--- config.mk ---
export PLATFORM = sky130hd
export DESIGN_NAME = button_debouncer
export DESIGN_NICKNAME = d
export VERILOG_FILES = /design/src/rtl/button_debouncer.sv
export SDC_FILE = /design/constraint.sdc
export NUM_CORES = 1
export LEC_CHECK = 0
export BUFFER_PORTS_ARGS = -buffer_cell sky130_fd_sc_hd__buf_2
export CORE_AREA = 4 4 53 55
export CTS_CLUSTER_DIAMETER = 40
export CTS_CLUSTER_SIZE = 10
export DETAILED_ROUTE_END_ITERATION = 10
export DIE_AREA = 0 0 57 59
export HOLD_SLACK_MARGIN = 0.06
export PLACE_DENSITY_LB_ADDON = 0.08
export SLEW_MARGIN = 30
export SYNTH_ARGS = -nofsm -noshare
export SYNTH_HDL_FRONTEND = slang
export SYNTH_SLANG_ARGS = --single-unit
--- constraint.sdc ---
create_clock -name clk -period 2.5 [get_ports clk]
set_input_delay 0.125 -clock clk [delete_from_list [all_inputs] [get_ports clk]]
set_output_delay 0.125 -clock clk [all_outputs]
set_load 0.02 [all_outputs]
--- src/rtl/button_debouncer.sv ---
// Debounces a bouncy button/switch into a clean level plus a one-cycle sample strobe.
// Define DEBOUNCER_SYNC_EN to pass raw through a 2-flop synchronizer (adds 2 cycles latency).
module button_debouncer #(
    parameter int CLK_DIV      = 4,
    parameter int STABLE_COUNT = 3
) (
    input  logic clk,
    input  logic reset,
    input  logic raw,
    output logic level,
    output logic update,
    output logic busy
);

    // state  | meaning
    // S_LOW  | stable low
    // W_HIGH | low, qualifying a rise
    // S_HIGH | stable high
    // W_LOW  | high, qualifying a fall
    typedef enum logic [1:0] {
        S_LOW  = 2'd0,
        W_HIGH = 2'd1,
        S_HIGH = 2'd2,
        W_LOW  = 2'd3
    } state_t;

    localparam logic [15:0] DIV_LAST = 16'(CLK_DIV - 1);
    localparam logic [7:0]  CNT_TGT  = 8'(STABLE_COUNT);

    logic [15:0] pre;
    logic        sample;
    logic        s;
    state_t      state, state_next;
    logic [7:0]  cnt, cnt_next, cnt_inc;
    logic        level_next, busy_next;

    assign sample  = (pre == DIV_LAST);
    assign cnt_inc = cnt + 8'd1;

`ifdef DEBOUNCER_SYNC_EN
    logic sync1, sync2;

    always_ff @(posedge clk or posedge reset) begin
        if (reset) begin
            sync1 <= 1'b0;
            sync2 <= 1'b0;
        end else begin
            sync1 <= raw;
            sync2 <= sync1;
        end
    end

    assign s = sync2;
`else
    assign s = raw;
`endif

    always_ff @(posedge clk or posedge reset) begin
        if (reset) begin
            pre    <= 16'd0;
            update <= 1'b0;
            state  <= S_LOW;
            cnt    <= 8'd0;
            level  <= 1'b0;
            busy   <= 1'b0;
        end else begin
            pre    <= sample ? 16'd0 : pre + 16'd1;
            update <= sample;
            state  <= state_next;
            cnt    <= cnt_next;
            level  <= level_next;
            busy   <= busy_next;
        end
    end

    always_comb begin
        state_next = state;
        cnt_next   = cnt;
        if (sample) begin
            case (state)
                S_LOW: begin
                    if (s) begin
                        if (CNT_TGT == 8'd1) begin
                            state_next = S_HIGH;
                            cnt_next   = 8'd0;
                        end else begin
                            state_next = W_HIGH;
                            cnt_next   = 8'd1;
                        end
                    end
                end
                W_HIGH: begin
                    if (!s) begin
                        state_next = S_LOW;
                        cnt_next   = 8'd0;
                    end else if (cnt_inc >= CNT_TGT) begin
                        state_next = S_HIGH;
                        cnt_next   = 8'd0;
                    end else begin
                        cnt_next = cnt_inc;
                    end
                end
                S_HIGH: begin
                    if (!s) begin
                        if (CNT_TGT == 8'd1) begin
                            state_next = S_LOW;
                            cnt_next   = 8'd0;
                        end else begin
                            state_next = W_LOW;
                            cnt_next   = 8'd1;
                        end
                    end
                end
                W_LOW: begin
                    if (s) begin
                        state_next = S_HIGH;
                        cnt_next   = 8'd0;
                    end else if (cnt_inc >= CNT_TGT) begin
                        state_next = S_LOW;
                        cnt_next   = 8'd0;
                    end else begin
                        cnt_next = cnt_inc;
                    end
                end
                default: begin
                    state_next = S_LOW;
                    cnt_next   = 8'd0;
                end
            endcase
        end
    end

    // Outputs are registered from the next state so level flips on the update edge.
    always_comb begin
        level_next = (state_next == S_HIGH) || (state_next == W_LOW);
        busy_next  = (state_next == W_HIGH) || (state_next == W_LOW);
    end

endmodule

==> impl_results.rst <==
.. list-table::
   :header-rows: 1

   * - Metric
     - Value
   * - Post-synthesis instance total
     - 115
   * - Clock transition at path regs
     - ~0.14 ns
   * - Average cell area after synthesis
     - roughly 12 um^2
   * - Final period demand of the worst path
     - around 2.1 ns
   * - First-iteration detailed-routing DRC count
     - slightly above 40
   * - Launching element type of the critical path
     - flop
   * - Worst slew pin tran
     - 0.562 ns
   * - Yosys cell types
     - 30
   * - Routability congestion estimate
     - 0.781
   * - Pin count of the biggest net entering global routing
     - 29
   * - # placed instances
     - between 100 and 150
   * - Achievable clock frequency
     - just under 0.5 GHz
   * - Path type of the worst min-delay path
     - primary input to async pin
   * - Number of setup violations in the final report
     - 0
   * - Final count of hold timing violations
     - 0
   * - Layout Nets
     - approximately 130
   * - Clock tree from TritonCTS
     - done
   * - Effective utilization at floorplan
     - a little under three fifths
   * - Vias per inst
     - between 5 and 6
   * - Total routed wirelength
     - between 2 and 2.5 mm
   * - Leakage power
     - between 0.6 and 0.7 nW
   * - Root buffer cell
     - sky130_fd_sc_hd__clkbuf_4
   * - Share of synthesized area occupied by flip-flops and latches
     - 53.0%
   * - Post-Route Setup TNS
     - 0 ns
   * - Leading post-synthesis cells by cell area
     - sky130_fd_sc_hd__dfrtp_1 53%, sky130_fd_sc_hd__xnor2_1 7.9%, sky130_fd_sc_hd__xor2_1 4.0%
   * - Final cycle utilization of the critical path
     - roughly 80%
   * - Number of diodes
     - 0
   * - CORE AREA
     - 2390 um^2
   * - Clock tree sinks
     - 28
   * - Critical path origin
     - pre[0]$_DFF_PP0_
   * - Proportion of register bits with asynchronous set or reset after synthesis
     - 100%
   * - Top FF cell, synth
     - sky130_fd_sc_hd__dfrtp_1
   * - Standard-cell row count
     - 18
   * - Number of fillers in the final layout
     - about 210
   * - Maximum clock insertion buffer count
     - 2
   * - Die ar.
     - 3360 um^2
   * - Port Buffer Count
     - 5
   * - Max-slew violation count
     - 0
   * - Layout Skew
     - just over 0.005 ns
   * - Most common cell in the synthesized netlist
     - sky130_fd_sc_hd__dfrtp_1
   * - Vias after detailed routing
     - 872
   * - Beginning of the worst register-to-register path
     - pre[0]$_DFF_PP0_
   * - Layout overhead on the synthesized area
     - 8.42%
   * - Final instance area
     - between 1000 and 1500 um^2
   * - DIE WIDTH
     - around 57 um
   * - Postcts setup bufs
     - 0
   * - Net count of the mapped netlist
     - 121
   * - Element type at the critical path end
     - flop
   * - Total standard cell area after synthesis
     - about 1300 um^2
   * - Number of standard cells in the final layout excluding fillers
     - between 150 and 200
   * - Worst Path Required
     - 2.71 ns
   * - Placed cell area
     - ~1400 um^2
   * - Maximum level of the CTS H-tree
     - 1
   * - Crit path max fanout
     - 7
   * - Warnings, synthesis
     - 0
   * - Via count of the first global-routing pass
     - between 900 and 1,000
   * - Cts bufs inserted
     - 3
   * - Number of search-and-repair iterations in the first detailed-routing pass
     - 4
   * - First-pass GRT wire length
     - between 3 and 4 mm
   * - Category of the critical setup timing path
     - flop to flop
   * - Dominant cell type by area after synthesis
     - sky130_fd_sc_hd__dfrtp_1
   * - Global route total overflow
     - 0
   * - Overall Global Routing Usage
     - 15.2%
   * - Die span in y
     - a little under 60 um
   * - Routed wire per std cell
     - between 10 and 15 um
   * - Number of design rule violations left after detail routing
     - 0
   * - Post-synthesis register bit count
     - 28
   * - Worst-Skew Late Latency
     - about 0.32 ns
   * - Data arrival at the endpoint of the critical path
     - around 2.3 ns
   * - Post-route worst hold slack
     - approximately 0.38 ns
   * - Result of the run
     - finished, final reports clean
   * - IO Count
     - 6
   * - Detail Route Antenna Nets
     - 0
   * - Areal power density over the cells
     - 656 nW/um^2
   * - Top post-synthesis cells by count
     - 28 x sky130_fd_sc_hd__dfrtp_1, 12 x sky130_fd_sc_hd__xnor2_1, 7 x sky130_fd_sc_hd__nand3_1
   * - Slack of the worst reg-to-reg path
     - between 0.4 and 0.5 ns
   * - Unrepaired setup endpoints after global routing
     - no
   * - Initial antenna violation count
     - 0
   * - Max_slew headroom
     - a little over three fifths
   * - Max VDD drop
     - around 0.37 mV
   * - Fraction of final layout cells with drive strength greater than 1
     - 12.0%
   * - Post-synth EDFFs
     - 0
   * - Post-detail-place hpwl
     - 1.61 mm
   * - Number of max-cap violations
     - 0
   * - Share of the synthesized area in the top cell type
     - a little over half
## sequential cells by signal, summed over array words and instances (netlist names)
| signal | flops |
|---|---|
| state | 1 |
| update | 1 |
| busy | 1 |
| pre | 16 |
| cnt | 8 |
| level | 1 |
## worst max-delay path: stages (launching register included)
cell and delay [ns]:
sky130_fd_sc_hd__dfrtp_1 0.43, sky130_fd_sc_hd__ha_1 0.27, sky130_fd_sc_hd__nor4b_2 0.27, sky130_fd_sc_hd__and4_1 0.39, sky130_fd_sc_hd__nand2_1 0.10, sky130_fd_sc_hd__a21oi_2 0.15
sky130_fd_sc_hd__mux2_1 0.34
## worst paths after layout
check                                          end  cells past startpoint
min in group clk                 pre[15]$_DFF_PP0_                      1
worst max-delay path            state[1]$_DFF_PP0_                      6
max in group asynchronous       state[1]$_DFF_PP0_                      3
worst min-delay path             pre[12]$_DFF_PP0_                      3
worst max register to register  state[1]$_DFF_PP0_                      6
worst min register to register   pre[15]$_DFF_PP0_                      1
## layout by cell type, fill, tap and decap left out, drive strengths merged, types with 4 or more instances in the layout
master	instances
dfrtp	28
nand4	5
inv	4
nor2b	7
xor2	6
nor2	6
xnor2	12
buf	5
nand2	6
clkbuf	4
nor4	4
nand3	8
## cell type report
type	count	area, um^2	area share, %
Clock buffer	4	36.3	2.53
Inverter	4	15.0	1.05
Sequential cell	28	701	48.9
Timing Repair Buffer	7	45.0	3.14
Tap cell	30	37.5	2.62
Multi-Input combinational cell	82	599	41.8
## metal layers
metal,global-route usage (%),part of all wire [%]
met5,0,0
met4,7.28,1.7
met3,2.18,1.8
met2,25.9,51
met1,19.1,45
## logic make-up after synthesis
family | after synthesis | synth area share (%)
muxes | 3 | 2.46
adders and majority gates | 3 | 2.84
and+or+nand+nor | 47 | 22.0
buffers and inverters | 5 | 1.70
xor gates and xnor gates | 18 | 11.9
AOI/OAI and AO/OA | 11 | 6.06
DFF | 28 | 53.0
## through the flow
step	setup WS, ns	utilization, %	power [mW]
after global placement	0.614	57.7	0.735
after detailed placement	0.455	57.7	0.739
after CTS	0.439	60.1	0.956
after global routing	0.237	60.1	1.01
final	0.446	60.1	0.941
after floorplan	0.695	-	0.683
## what timing repair did
action | 4_1_cts | 5_1_grt
hold buffers | 2 | 0
endpoints found under the hold margin | 29 | 0
resized for setup | 0 | 0
## power by group
part / internal (mW) / switching, mW
sequential: 0.493 / 0.0497
combinational: 0.0804 / 0.106
clock: 0.0891 / 0.122
total: 0.663 / 0.278
Power figures use the tool's default switching activity.
